### src/rtl/fetch_pc.sv
`default_nettype none
//==============================================================================
// Module   : fetch_pc
// Purpose  : Instruction fetch and PC sequencing for the 16-bit single-issue
//            core. Requests one word, hands it downstream, then steps or
//            branches the PC. Optional macro FETCH_STALL_CNT_EN adds stall_cnt.
// Revision : 1.0 - initial release
//==============================================================================
module fetch_pc #(
    parameter logic [15:0] RESET_PC    = 16'h0000,
    parameter logic [3:0]  B_OPCODE    = 4'hC,
    parameter logic [3:0]  HALT_OPCODE = 4'h0
) (
    input  logic        clk,
    input  logic        rst,
    output logic        imem_req,
    output logic [15:0] imem_addr,
    input  logic        imem_rdy,
    input  logic [15:0] imem_data,
    output logic [15:0] instr,
    output logic        instr_valid,
    input  logic        ex_ready,
    input  logic        branch_taken,
    output logic [15:0] pc,
`ifdef FETCH_STALL_CNT_EN
    output logic [15:0] stall_cnt,
`endif
    output logic        halted
);

    localparam logic [1:0] c_ST_REQ   = 2'd0;
    localparam logic [1:0] c_ST_ISSUE = 2'd1;
    localparam logic [1:0] c_ST_HALT  = 2'd2;

    logic [1:0]  r_state;
    logic [1:0]  w_next_state;
    // Holds off the first request for one cycle after reset deasserts.
    logic        r_armed;
    logic [15:0] r_pc;
    logic [15:0] r_instr;

    logic        w_fetch_done;
    logic        w_accept;
    logic        w_is_halt;
    logic        w_is_branch;
    logic [15:0] w_offset;
    logic [15:0] w_pc_seq;
    logic [15:0] w_pc_br;

    assign w_fetch_done = (r_state == c_ST_REQ) && r_armed && imem_rdy;
    assign w_accept     = (r_state == c_ST_ISSUE) && ex_ready;
    assign w_is_halt    = (r_instr[15:12] == HALT_OPCODE);
    assign w_is_branch  = (r_instr[15:12] == B_OPCODE);
    assign w_offset     = {{8{r_instr[7]}}, r_instr[7:0]};
    assign w_pc_seq     = r_pc + 16'd1;
    assign w_pc_br      = w_pc_seq + w_offset;

    always_ff @(posedge clk) begin
        if (rst) begin
            r_state <= c_ST_REQ;
            r_armed <= 1'b0;
        end else begin
            r_state <= w_next_state;
            r_armed <= 1'b1;
        end
    end

    always_comb begin
        w_next_state = r_state;
        case (r_state)
            c_ST_REQ: begin
                if (w_fetch_done)
                    w_next_state = c_ST_ISSUE;
            end
            c_ST_ISSUE: begin
                if (ex_ready)
                    w_next_state = w_is_halt ? c_ST_HALT : c_ST_REQ;
            end
            c_ST_HALT: w_next_state = c_ST_HALT;
            default:   w_next_state = c_ST_REQ;
        endcase
    end

    always_comb begin
        imem_req    = (r_state == c_ST_REQ) && r_armed;
        instr_valid = (r_state == c_ST_ISSUE);
        halted      = (r_state == c_ST_HALT);
    end

    // branch_taken only matters for an accepted B; HALT keeps its own address.
    always_ff @(posedge clk) begin
        if (rst) begin
            r_pc    <= RESET_PC;
            r_instr <= 16'h0000;
        end else begin
            if (w_fetch_done)
                r_instr <= imem_data;
            if (w_accept && !w_is_halt)
                r_pc <= (w_is_branch && branch_taken) ? w_pc_br : w_pc_seq;
        end
    end

    assign imem_addr = r_pc;
    assign pc        = r_pc;
    assign instr     = r_instr;

`ifdef FETCH_STALL_CNT_EN
    logic [15:0] r_stall_cnt;
    logic        w_stall;

    assign w_stall = ((r_state == c_ST_REQ) && r_armed && !imem_rdy) ||
                     ((r_state == c_ST_ISSUE) && !ex_ready);

    always_ff @(posedge clk) begin
        if (rst)
            r_stall_cnt <= 16'h0000;
        else if (w_stall && (r_stall_cnt != 16'hFFFF))
            r_stall_cnt <= r_stall_cnt + 16'd1;
    end

    assign stall_cnt = r_stall_cnt;
`endif

endmodule
`default_nettype wire

### config.mk
export PLATFORM = sky130hd
export DESIGN_NAME = fetch_pc
export DESIGN_NICKNAME = d
export VERILOG_FILES = /design/src/rtl/fetch_pc.sv
export SDC_FILE = /design/constraint.sdc
export NUM_CORES = 1
export LEC_CHECK = 0
export ABC_AREA = 1
export CORE_ASPECT_RATIO = 0.7
export CORE_MARGIN = 1
export CORE_UTILIZATION = 45
export DETAILED_ROUTE_END_ITERATION = 6
export PLACE_DENSITY_LB_ADDON = 0.12
export SYNTH_ARGS = -nofsm -noshare
export SYNTH_HDL_FRONTEND = slang
export SYNTH_SLANG_ARGS = --single-unit
### constraint.sdc
create_clock -name clk -period 3.37 [get_ports clk]
set_clock_uncertainty 0.05 [all_clocks]
set_input_delay 0.674 -clock clk [delete_from_list [all_inputs] [get_ports clk]]
set_output_delay 0.674 -clock clk [all_outputs]
set_load 0.005 [all_outputs]
==> results.tsv, run 1 <==
metric	value	unit
outcome	completed	
finalPower	1.04	mW
fin_util	61.3	%
cts.sinks	35	
final_cells	587	
fin_crit	2.93	ns
final_net_count	553	
critPathKind	reg -> reg	
hold_buffers	0	
drt-total-wl	8270	um
slew_viol_final	0	
viasPerCell	5.12	
crit_path_max_fanout	6	
wl_per_cell	14.1	um
clockRootBuffer	clkbuf_8	
max_stage_delay	0.43	ns
dpl_cell_area	3520	sq um
antenna_found_initial	0	
syn_inst	457	
gr-total-overflow	0	
final_design_area_no_fill	3640	sq um
finalSetupViolCount	0	
first_iter_violations	247	
io_pins	72	
post_cts_buffers	0	
required	3.55	ns
ys_types	37	
cts_max_level	2	
cp-start-kind	flip-flop	
yosys.area.top_type	dfxtp_1	
end_kind	flip-flop	
tns	0	ns
max_freq	341	MHz
worst_slew_pin_slew	0.676	ns
core-area	5930	sq um
die_area	6700	sq um
grtUsageTotal	25.1	%
regToRegStartpoint	imem_addr[1]	
maxCapViolations	0	
num_antenna_cells	0	
ir_drop	0.244	mV
dpl.hpwl	6300	um
r2r_slack	0.44	ns
whs_path_depth	2	
ys_ff_latch	35	
path_buf_inv	1	
worstPathArrival	3.11	ns
first_pass_iters	4	
ys_warn_count	0	
routabilityCongestion	0.981	
vias	3006	
die_w	97.4	um
syn_nets	499	
grt_max_degree	22	
path_delay_family	simple AND/OR/NAND/NOR gates	
place_inst	579	
syn_area	2870	sq um
path_clk_slew	0.08	ns
area_growth	26.9	%
drc	0	
period_share	87.0	%
crit_chain	ha_1, nand2_1, nor3_1, nor2_1, nor2_1, ha_1, nand2_1, inv_1, a21oi_1, nand2_1, nand2_1, nand2_1, nand3_1, nand3_1, a21oi_1	
cts_tree	done	
rsz0062_at_grt	false	
grt_pass1_wl	13000	um
r2r_cells	15	
r2r_end	imem_addr[15]	
insertion_delay	0.30	ns
ctsResizeCount	0	
hp-start	instr[8]	
total_leakage_power	1.70	nW
cts_buffers	5	
seq_area_frac_synth	24.5	%
drive_above_1_share	5.66	%
portBuffers	71	
hp-class	reg -> reg	
max-slew-margin-rel	54.8	%
start_util	48.3	%
clk_path_buf_depth	2	
fp.dieH	68.8	um
cp_slowest_cell	dfxtp_1	
hold_end	instr[8]	
avgSynthCellArea	6.27	sq um
drtAntennaViolNets	0	
synth_top_area_share	24.5	%
rows	23	
hold_viol	0	
cp_common_cell	nand2_1	
grt_pass1_vias	2628	
synth_area_leaders	dfxtp_1, nand2_1, ha_1	
p_per_area	286	nW/um^2
## how the worst max path moves through the flow
| stage | start | to | slack (ns) | cells after the start |
|---|---|---|---|---|
| detailed placement | imem_addr[1] | imem_addr[15] | 0.54 | 15 |
| global placement | imem_addr[1] | imem_addr[15] | 0.56 | 15 |
| floorplan | imem_addr[1] | imem_addr[13] | 1.04 | 16 |
| finish | imem_addr[1] | imem_addr[15] | 0.44 | 15 |
| CTS | imem_addr[1] | imem_addr[15] | 0.49 | 15 |
| global route | imem_addr[1] | imem_addr[11] | 0.22 | 13 |
## layer usage
layer  up-vias  share of wire, %  track usage [%]
li1       1544                 -                -
met1      1314                48             36.5
met2       138                42             37.4
met4         0               1.1             6.62
met5         -                 0                0
met3        10               9.2             5.65
## state kept, by name, indices dropped and copies added (netlist names)
name	flops
imem_addr	16
instr	16
r_state	2
r_armed	1
## synth_stat cells, drive strengths merged
cell and instances:
and2 1, xor2 8, clkbuf 5, inv 67, nor3b 1, o211ai 2
nor2 28, dfxtp 35, fa 1, xnor2 4, nor3 7, buf 24
o21ai 20, a21oi 46, and3 1, nand3 47, nand3b 2, nand4 2
o21bai 1, a31oi 2, nand2 130, clkinv 1, ha 20, or2 2
## worst reg2reg max path: stages (launching register included)
cell	delay, ns
dfxtp_1	0.43
ha_1	0.21
nand2_1	0.08
nor3_1	0.40
nor2_1	0.08
nor2_1	0.26
ha_1	0.37
nand2_1	0.12
inv_1	0.07
a21oi_1	0.23
nand2_1	0.12
nand2_1	0.07
nand2_1	0.07
nand3_1	0.09
nand3_1	0.08
a21oi_1	0.14
## through the flow
step           hold WS (ns)  setup WS, ns
2_1_floorplan         0.407          1.04
3_3_place_gp          0.400         0.557
3_5_place_dp          0.405         0.536
4_1_cts               0.416         0.493
5_1_grt               0.444         0.218
6_report              0.416         0.438
## kinds of logic after synthesis
family,after synthesis,synth area share [%]
XOR/XNOR,12,3.93
AND/OR/NAND/NOR,221,34.0
adder cells (fa/ha/maj),21,9.43
AO/OA/AOI/OAI,71,12.9
flip-flops,35,24.5
buffers and inverters,97,15.3
## cell usage in the layout, fill, tap and decap left out, types with 2 or more instances in the layout
master,synthesis,routed
xnor2_1,4,4
o211ai_1,2,2
nor2_2,2,2
nor3_1,6,6
a31oi_1,2,2
nand3b_1,2,2
o21ai_0,18,18
inv_1,66,66
nand2_1,126,126
a21oi_1,46,46
clkbuf_8,0,5
nand4_1,2,2
or2_2,2,2
nor2_1,24,24
nand2_2,3,3
clkdlybuf4s50_1,0,71
buf_4,16,5
dfxtp_1,35,35
xor2_1,7,7
nand3_1,46,46
nor2_4,2,2
ha_1,20,20
## report_power, final
group / internal, mW / switching (mW)
clock: 0.220 / 0.171
sequential: 0.431 / 0.0218
combinational: 0.100 / 0.0966
## area by class of cell
cell class	count	area [sq um]
Sequential cell	35	701
Fill cell	538	2290
Clock inverter	3	43.8
Tap cell	75	93.8
Multi-Input combinational cell	325	1730
Timing Repair Buffer	76	748
Clock buffer	5	68.8
Inverter	68	255
No activity file was read; power rests on OpenSTA's default activity.
==> run 2: changes to the inputs <==
--- a/constraint.sdc
+++ b/constraint.sdc
@@ -4,2 +4,2 @@
 set_output_delay 0.674 -clock clk [all_outputs]
-set_load 0.005 [all_outputs]
+set_load 0.1 [all_outputs]
==> run 2 against run 1 <==
Hold slack improved by 0.0018 ns. Clock-buffer cell count is 1 higher. Cell area fell by 4.3%. Largest power group unchanged. Highest routed layer unchanged. Clock power down 21%. Global-route usage fell by 0.16 points.
==> results.tsv, run 2 (synthesis gave the netlist of run 1 again) <==
metric	value	unit	change
grt_pass1_wl	12900	um	-0.75%
first_pass_iters	5		+1
vias	3066		+2.0%
insertion_delay	0.29	ns	about the same
hp-class	reg -> reg		
cts_tree	done		
slew_viol_final	0		unchanged
layout_setup_ws	0.407	ns	-0.0313 ns
rsz0062_at_grt	false		
gr-total-overflow	0		unchanged
total_leakage_power	1.78	nW	+4.8%
fin_util	58.7	%	-2.6 points
final_common_cell	nand2_1		
p_per_area	321	nW/um^2	+12%
period_share	87.9	%	+0.93 points
first_iter_violations	226		-8.5%
grtUsageTotal	25.0	%	-0.16 points
critPathKind	reg -> reg		
cts_max_level	2		unchanged
end_kind	flip-flop		
final_cell_mix	nand2_1, inv_1, buf_4		
grt_max_degree	22		unchanged
whs	0.418	ns	+0.00176 ns
die_w	97.4	um	unchanged
final_design_area_no_fill	3480	sq um	-4.3%
drtAntennaViolNets	0		unchanged
required	3.55	ns	about the same
final_net_count	553		unchanged
fin_crit	2.96	ns	+0.0313 ns
path_clk_slew	0.09	ns	about the same
die_area	6700	sq um	unchanged
cts_buffers	5		unchanged
finalSetupViolCount	0		unchanged
post_cts_buffers	0		unchanged
clk_path_buf_depth	2		unchanged
grt_pass1_vias	2553		-2.9%
wl_per_cell	13.9	um	-1.5%
core-area	5930	sq um	unchanged
drt-total-wl	8150	um	-1.5%
clockRootBuffer	clkbuf_8		
worst_slew_pin_slew	0.683	ns	+0.00685 ns
ctsResizeCount	0		unchanged
hold_viol	0		unchanged
cts.sinks	35		unchanged
cp-start-kind	flip-flop		
max_stage_delay	0.44	ns	about the same
ir_drop	0.212	mV	-13%
pre_cts_ws	0.531	ns	-0.00465 ns
tns	0	ns	unchanged
maxCapViolations	0		unchanged
drive_above_1_share	15.4	%	+9.8 points
rows	23		unchanged
antenna_found_initial	0		unchanged
area_growth	21.5	%	
cp_common_cell	nand2_1		
max_freq	338	MHz	-1.1%
fp.dieH	68.8	um	unchanged
dpl_cell_area	3400	sq um	-3.6%
drc	0		unchanged
routabilityCongestion	0.914		-6.9%
cp_slowest_cell	dfxtp_1		
hold_buffers	0		unchanged
io_pins	72		unchanged
dpl.hpwl	6290	um	-0.20%
start_util	48.3	%	unchanged
outcome	completed		
max-slew-margin-rel	54.3	%	-0.46 points
portBuffers	71		unchanged
worstPathArrival	3.15	ns	+0.04 ns
crit_path_max_fanout	6		unchanged
crit_chain	ha_1, nand2_1, nor3_1, nor2_1, nor2_1, ha_1, nand2_1, inv_1, a21oi_1, nand2_1, xor2_1, nand2_1, a31oi_1		
viasPerCell	5.22		+2.0%
num_antenna_cells	0		unchanged
-- run 2: through the flow --
step | total power, mW | instances
global placement | 0.811 | 579
CTS | 1.12 | 587
global route | 1.17 | 587
floorplan | 0.729 | 457
detailed placement | 0.813 | 579
finish | 1.12 | 587
-- run 2: worst max-delay path, delay by kind of cell (launching register included) --
family	cells	cell delay, ns
xor gates and xnor gates	1	0.18
AOI/OAI and AO/OA	2	0.38
and+or+nand+nor	7	1.21
DFF	1	0.44
adders and majority gates	2	0.58
buffers and inverters	1	0.07
-- run 2: cell type report --
type,instances,area (sq um)
Inverter,68,255
Fill cell,581,2450
Timing Repair Buffer,76,621
Tap cell,75,93.8
Clock buffer,6,72.6
Clock inverter,2,12.5
Sequential cell,35,701
Multi-Input combinational cell,325,1730
-- run 2: where the power goes --
group          internal [mW]  leakage, nW  switching [mW]
sequential             0.431        0.285          0.0221
combinational         0.0920         1.45           0.261
clock                  0.145       0.0412           0.166
total                  0.668         1.78           0.448
-- run 2: worst paths after layout --
path         slack, ns  cells after the start          from      endpoint
max               0.41                     13  imem_addr[1]  imem_addr[7]
min               0.42                      2     instr[10]     instr[10]
max reg2reg       0.41                     13  imem_addr[1]  imem_addr[7]
min reg2reg       0.42                      2     instr[10]     instr[10]
-- run 2: routing by layer --
layer / part of all wire [%] / GRT usage [%] / vias up / routed length [um]
li1: - / - / 1548 / -
met1: 48 / 36.9 / 1370 / 3940
met2: 40 / 35.0 / 140 / 3280
met3: 10 / 7.46 / 8 / 853
met4: 0.90 / 6.07 / 0 / 73
met5: 0 / 0 / - / 0
